`src/rtl/bin_to_bcd_seq.sv`:
```
// Sequential binary-to-BCD converter using shift-and-add-3, one input bit per clock.
// The bcd/overflow outputs hold the previous result until a new conversion completes.
//
// state | meaning
// ------+---------------------------------------------------------------
// IDLE  | ready=1, waiting for start; outputs hold last result
// SHIFT | one add-3/shift iteration per edge, WIDTH edges in total
module bin_to_bcd_seq #(
    parameter int WIDTH  = 16,
    parameter int DIGITS = 5
) (
    input  logic                  clock,
    input  logic                  reset,
    input  logic                  start,
    input  logic [WIDTH-1:0]      bin,
    output logic                  ready,
    output logic                  done,
    output logic [4*DIGITS-1:0]   bcd,
    output logic                  overflow
);

    localparam int BW = 4 * DIGITS;
    localparam int CW = (WIDTH > 1) ? $clog2(WIDTH) : 1;

    typedef enum logic {
        IDLE  = 1'b0,
        SHIFT = 1'b1
    } state_t;

    state_t          state;
    logic [WIDTH-1:0] bin_sr;
    logic [BW-1:0]   bcd_work;
    logic [BW-1:0]   bcd_adj;
    logic [BW-1:0]   bcd_next;
    logic            ovf_work;
    logic            ovf_next;
    logic [CW-1:0]   cnt;

    // One double-dabble iteration: correct every digit, then shift in the next binary bit.
    always_comb begin
        bcd_adj = bcd_work;
        for (int i = 0; i < DIGITS; i++) begin
            if (bcd_work[4*i +: 4] >= 4'd5) begin
                bcd_adj[4*i +: 4] = bcd_work[4*i +: 4] + 4'd3;
            end
        end
        bcd_next = {bcd_adj[BW-2:0], bin_sr[WIDTH-1]};
        ovf_next = ovf_work | bcd_adj[BW-1];
    end

    always_ff @(posedge clock) begin
        if (reset) begin
            state    <= IDLE;
            bin_sr   <= '0;
            bcd_work <= '0;
            ovf_work <= 1'b0;
            cnt      <= '0;
            ready    <= 1'b1;
            done     <= 1'b0;
            bcd      <= '0;
            overflow <= 1'b0;
        end else begin
            done <= 1'b0;
            case (state)
                IDLE: begin
                    if (start) begin
                        bin_sr   <= bin;
                        bcd_work <= '0;
                        ovf_work <= 1'b0;
                        cnt      <= CW'(WIDTH - 1);
                        ready    <= 1'b0;
                        state    <= SHIFT;
                    end
                end
                SHIFT: begin
                    bin_sr   <= bin_sr << 1;
                    bcd_work <= bcd_next;
                    ovf_work <= ovf_next;
                    cnt      <= cnt - CW'(1);
                    if (cnt == '0) begin
                        // Saturate to all nines so the display shows an obvious over-range value.
                        bcd      <= ovf_next ? {DIGITS{4'h9}} : bcd_next;
                        overflow <= ovf_next;
                        done     <= 1'b1;
                        ready    <= 1'b1;
                        state    <= IDLE;
                    end
                end
                default: begin
                    state <= IDLE;
                    ready <= 1'b1;
                end
            endcase
        end
    end

endmodule

```
`config.mk`:
```
export PLATFORM = sky130hd
export DESIGN_NAME = bin_to_bcd_seq
export DESIGN_NICKNAME = d
export VERILOG_FILES = /design/src/rtl/bin_to_bcd_seq.sv
export SDC_FILE = /design/constraint.sdc
export NUM_CORES = 1
export LEC_CHECK = 0
export BUFFER_PORTS_ARGS = -buffer_cell sky130_fd_sc_hd__buf_2
export CAP_MARGIN = 20
export CORE_UTILIZATION = 52
export CTS_CLUSTER_SIZE = 14
export DETAILED_ROUTE_END_ITERATION = 8
export MAX_ROUTING_LAYER = met4
export PLACE_DENSITY_LB_ADDON = 0.08
export SKIP_LAST_GASP = 1
export SLEW_MARGIN = 20
export SYNTH_ARGS = -nofsm -noshare
export SYNTH_HDL_FRONTEND = slang
export SYNTH_SLANG_ARGS = --single-unit
```
`constraint.sdc`:
```
create_clock -name clock -period 1.8 [get_ports clock]
set_clock_uncertainty 0.15 [all_clocks]
set_input_delay 0.27 -clock clock [delete_from_list [all_inputs] [get_ports clock]]
set_output_delay 0.27 -clock clock [all_outputs]
set_load 0.05 [all_outputs]
```
==> reports/qor.yml, run 1 <==
run_status: "finished clean"
final_critical_path_setup_slack_ns: 0.0520
synthTopCellsByCount: "65 x dfxtp_1, 55 x nor2_1, 37 x a21oi_1"
finalCritPeriodShare_pct: 97.1
netlist-cell-type-count: 35
cts_tree: "yes"
postSynth.asyncResetShare_pct: 0
setup_total_negative_slack_ns: 0
diodes: 0
stdcell_area_mm2: 0.00388
port-buffer-count: 41
ys_ff_latch: 65
antenna_left: 0
globalRouteTotalUtil_pct: 24.2
gr-total-overflow: 0
filler_cell_count: 533
design.core.area_mm2: 0.00596
timing.setup.critical_path_class: "register to register"
timing.max_slew.rel_slack_pct: 71.4
route.detailed.wl_per_inst_um: 14.5
synth.largest_area_cell: "dfxtp_1"
die_height_um: 80.8
drv_slew: 0
clk_root_buffer_cell: "clkbuf_8"
synthTopCellsByArea: "dfxtp_1 40%, nor2_1 6.4%, a21oi_1 5.7%"
post-route-min-period_ns: 1.75
floorplan.die_area_mm2: 0.00653
drt_iter0_drc: 139
wirelength_mm: 7.28
max_cap_violations: 0
grt_pass1_wl_mm: 11.8
timing.final.setup_violations: 0
pin_count: 42
placement.setup.worst_slack_ns: -0.103
viasPerCell: 5.70
power.density_mw_per_mm2: 813
syn_to_final_growth_pct: 20.2
min_path_type: "input pin to register"
max_slew.worst_pin.slew_ns: 0.428
dp_hpwl_mm: 4.92
max-vdd-ir-drop_uv: 573
synthMostInstantiatedCell: "dfxtp_1"
timing.final.hold_violations: 0
placement_rows: 28
cts_inserted_buffers: 9
clock_tree.htree_level_count: 3
place.gp.congestion: 0.802
path_delay_family: "simple AND/OR/NAND/NOR gates"
start_kind: "register"
chipWidth_um: 80.8
synth_enable_flop_cells: 0
route.vias.total: 2867
grt_start_max_net_pins: 41
timing.critical_path.slowest_stage_cell: "or3_4"
timing.critical_path.cells: "inv_1 > ha_1 > nor2b_4 > nor3_4 > or3_4 > o32ai_1"
initial_core_util_pct: 54.2
leakagePower_nw: 1.54
post_synthesis_instance_area_mm2: 0.00323
postSynthCellCount: 381
clk_pin_slew_ns: 0.08
worst_skew_pair.late_latency_ns: 0.35
clock_path_buffers: 2
rsz0062_at_grt: "yes"
worst_path_largest_cell_delay_ns: 0.41
utilization_pct: 65.2
post_dp_cell_area_mm2: 0.00357
nNetsFinal: 453
dr.pass1.iters: 4
synth_top_area_share_pct: 40.3
antenna_found_initial: 0
mappedNetlistNets: 411
timing.critical_path.to_type: "register"
synth_seq_area_share_pct: 40.3
drc_errors: 0
crit_arrival_ns: 1.85
post-cts-setup-buffer-count: 0
synth.yosys.warnings: 0
cts.sinks: 65
crit_path_max_fanout: 10
finalHoldWorstSlack_ns: 0.0582
cp.buffers_inverters: 1
required_ns: 1.91
cts_hold_buffers: 0
max_freq_mhz: 572
top_ff_cell_synth: "dfxtp_1"
synth.avg_cell_area_um2: 8.48
vias_in_the_first_global_route: 2659
final_layout_size_suffix_gt1_share_pct: 25.2
==> per-layer routing <==
layer	track usage, %	routed length [µm]
met5	-	0
met2	39.8	3500
met3	6.63	271
met1	28.0	3380
met4	9.46	135
==> cells by family (layout without fill, tap and decap cells) <==
kind of cell	Yosys count	after routing	synth area share [%]
AO/OA/AOI/OAI	104	104	21.7
multiplexers	17	17	5.31
buffers and inverters	41	88	5.34
flip-flops	65	65	40.3
AND/OR/NAND/NOR	143	143	23.2
adder cells (fa/ha/maj)	11	11	4.26
==> registers in the layout (all words and copies together), names as in the netlist <==
signal / cells
bcd: 20
bcd_work: 20
bin_sr: 16
cnt: 4
done: 1
overflow: 1
ovf_work: 1
ready: 1
state: 1
==> worst min-delay path, cell delays in order <==
cell and delay [ns]:
buf_2 0.08, mux2i_1 0.06, nor3_1 0.11
==> through the flow <==
stage	power [mW]	std cells
after floorplan	1.84	381
after global placement	1.95	487
after detailed placement	1.96	487
after CTS	3.16	503
after global routing	3.28	503
final	3.16	503
==> placed cells by master, fill, tap and decap left out, drive strengths merged, types with 10 or more instances in the layout <==
cell,n
nor2,55
inv,15
mux2i,16
a21oi,37
nand2,13
o32ai,10
ha,11
buf,57
dfxtp,65
nor3,15
nand2b,22
a311oi,11
o21ai,12
==> final cells by class <==
type                    instances  area [µm²]  share of cell area, %
flip-flops and latches         65        1310                   33.6
inverters                      15        56.3                   1.45
multi-input cells             275        1870                   48.1
well taps                      75        93.8                   2.42
clock buffers                   9         124                   3.19
repair buffers                 57         367                   9.44
clock inverters                 7        71.3                   1.84
==> path summary, 6_finish.rpt <==
| check | from | end | slack, ns | cells after the start |
|---|---|---|---|---|
| setup / recovery | bcd_work[17]$_SDFFE_PP0P_ | bcd[18]$_SDFFE_PP0P_ | 0.05 | 6 |
| hold / removal | bin[0] | bin_sr[0]$_SDFFE_PP0P_ | 0.06 | 3 |
| hold reg to reg | ready$_SDFFE_PP1P_ | ready$_SDFFE_PP1P_ | 0.33 | 1 |
| setup reg to reg | bcd_work[17]$_SDFFE_PP0P_ | bcd[18]$_SDFFE_PP0P_ | 0.05 | 6 |
==> report_power, final <==
group          leakage, nW  internal, mW  switching [mW]
combinational        0.916         0.146           0.252
sequential           0.530          1.50          0.0406
clock               0.0912         0.635           0.587
==> repair_timing <==
item                                    in CTS  in global routing
gates cloned                                 0                  0
endpoints found under the setup margin      21                 24
gates resized for setup                      3                 20
pin swaps                                    0                  4
hold endpoints to repair                     0                  0
No activity file was read; power rests on OpenSTA's default activity.
==> run 2, diff against run 1 <==
--- a/config.mk
+++ b/config.mk
@@ -12,6 +12,7 @@
 export DETAILED_ROUTE_END_ITERATION = 8
 export MAX_ROUTING_LAYER = met4
 export PLACE_DENSITY_LB_ADDON = 0.08
+export RECOVER_POWER = 50
 export SKIP_LAST_GASP = 1
 export SLEW_MARGIN = 20
 export SYNTH_ARGS = -nofsm -noshare
==> reports/qor.yml, run 2 (synthesis results as in run 1) <==
timing.final.setup_violations: 0  # unchanged
utilization_pct: 64.6  # -0.57 points
max-vdd-ir-drop_uv: 570  # -0.52%
run_status: "finished clean"
min_path_type: "input pin to register"
reg2reg_depth: 6  # unchanged
finalCritPeriodShare_pct: 97.1  # about the same
power.density_mw_per_mm2: 818  # +0.65%
required_ns: 1.91  # about the same
floorplan.die_area_mm2: 0.00653  # unchanged
gr-total-overflow: 0  # unchanged
placement_rows: 28  # unchanged
syn_to_final_growth_pct: 19.2
drv_slew: 0  # unchanged
route.detailed.wl_per_inst_um: 14.5  # -0.19%
clock_path_buffers: 2  # unchanged
drt_iter0_drc: 119  # -14%
placement.setup.worst_slack_ns: -0.103  # unchanged
timing.setup.critical_path_class: "register to register"
viasPerCell: 5.72  # +0.31%
final_critical_path_setup_slack_ns: 0.0521  # +0.000109 ns
dp_hpwl_mm: 4.92  # unchanged
max_cap_violations: 0  # unchanged
place.gp.congestion: 0.802  # unchanged
max_slew.worst_pin.slew_ns: 0.614  # +0.185 ns
clk_pin_slew_ns: 0.08  # about the same
worst_skew_pair.late_latency_ns: 0.35  # about the same
cts.sinks: 65  # unchanged
regToRegEndpoint: "bcd[18]$_SDFFE_PP0P_"
filler_cell_count: 548  # +2.8%
clk_root_buffer_cell: "clkbuf_8"
cp-startpoint: "bcd_work[16]$_SDFFE_PP0P_"
final_layout_size_suffix_gt1_share_pct: 19.9  # -5.4 points
post-cts-setup-buffer-count: 0  # unchanged
drc_errors: 0  # unchanged
timing.max_slew.rel_slack_pct: 59.3  # -12 points
pin_count: 42  # unchanged
wirelength_mm: 7.27  # -0.19%
crit_arrival_ns: 1.85  # about the same
chipWidth_um: 80.8  # unchanged
dr.pass1.iters: 4  # unchanged
clock_tree.htree_level_count: 3  # unchanged
timing.critical_path.to_type: "register"
post-route-min-period_ns: 1.75  # -0.000109 ns
design.core.area_mm2: 0.00596  # unchanged
antenna_found_initial: 0  # unchanged
grt_pass1_wl_mm: 11.8  # unchanged
timing.final.hold_violations: 0  # unchanged
cts_inserted_buffers: 9  # unchanged
worst_setup_endpoint: "bcd[18]$_SDFFE_PP0P_"
grt_start_max_net_pins: 41  # unchanged
layout_top_registers: "bcd x20, bcd_work x20, bin_sr x16"
cts_hold_buffers: 0  # unchanged
crit_path_max_fanout: 10  # unchanged
port-buffer-count: 41  # unchanged
globalRouteTotalUtil_pct: 24.2  # unchanged
start_kind: "register"
max_freq_mhz: 572  # about the same
r2r_slack_ns: 0.05  # about the same
most_common_library_cell_in_the_layout_ignoring_fill_and_taps: "dfxtp_1"
rsz0062_at_grt: "yes"
die_height_um: 80.8  # unchanged
vias_in_the_first_global_route: 2659  # unchanged
post_dp_cell_area_mm2: 0.00357  # unchanged
nNetsFinal: 453  # unchanged
diodes: 0  # unchanged
initial_core_util_pct: 54.2  # unchanged
antenna_left: 0  # unchanged
setup_total_negative_slack_ns: 0  # unchanged
stdcell_area_mm2: 0.00385  # -0.87%
worst_r2r_startpoint: "bcd_work[16]$_SDFFE_PP0P_"
leakagePower_nw: 1.44  # -6.4%
route.vias.total: 2876  # +0.31%
cts_tree: "yes"
layout_common_cells: "62 x dfxtp_1, 55 x nor2_1, 37 x a21oi_1"
-- run 2: per-stage QoR --
stage | hold WS, ns | std cells | total power, mW
2_1_floorplan | 0.291 | 381 | 1.84
3_3_place_gp | 0.297 | 487 | 1.95
3_5_place_dp | 0.298 | 487 | 1.96
4_1_cts | 0.0516 | 503 | 3.16
5_1_grt | 0.0882 | 503 | 3.27
6_report | 0.0584 | 503 | 3.15
-- run 2: where the power goes --
part / internal, mW / switching [mW] / total [mW]
combinational: 0.138 / 0.252 / 0.390
sequential: 1.50 / 0.0413 / 1.54
clock: 0.635 / 0.588 / 1.22
total: 2.27 / 0.881 / 3.15
-- run 2: worst min path at each step --
stage	cells after the start	startpoint	slack, ns	end
floorplan	2	ovf_work$_SDFFE_PP0P_	0.29	ovf_work$_SDFFE_PP0P_
global placement	1	ready$_SDFFE_PP1P_	0.30	ready$_SDFFE_PP1P_
detailed placement	1	ready$_SDFFE_PP1P_	0.30	ready$_SDFFE_PP1P_
CTS	3	bin[0]	0.05	bin_sr[0]$_SDFFE_PP0P_
global route	3	bin[0]	0.09	bin_sr[0]$_SDFFE_PP0P_
finish	3	bin[0]	0.06	bin_sr[0]$_SDFFE_PP0P_
-- run 2: layout make-up --
type | count | area (µm²) | share of cell area [%]
clock buffers | 9 | 124 | 3.22
clock inverters | 7 | 71.3 | 1.85
inverters | 15 | 56.3 | 1.46
multi-input cells | 275 | 1870 | 48.5
flip-flops and latches | 65 | 1310 | 33.9
well taps | 75 | 93.8 | 2.44
repair buffers | 57 | 333 | 8.64
-- run 2: repair_timing --
action | in CTS | in global routing
gates resized for setup | 3 | 20
setup endpoints to repair | 21 | 24
hold endpoints to repair | 0 | 0
cloned | 0 | 0
pin swaps | 0 | 4
-- run 2: worst max-delay path: stages, from the launching register on --
cell and delay, ns:
dfxtp_2 0.34, inv_1 0.08, ha_1 0.18, nor2b_4 0.19
nor3_4 0.06, or3_4 0.41, o32ai_1 0.26
-- run 2: per-layer routing --
metal / global-route usage [%] / share of wire [%]
met5: - / 0
met3: 6.63 / 3.9
met1: 28.0 / 46
met2: 39.8 / 48
met4: 9.46 / 1.9
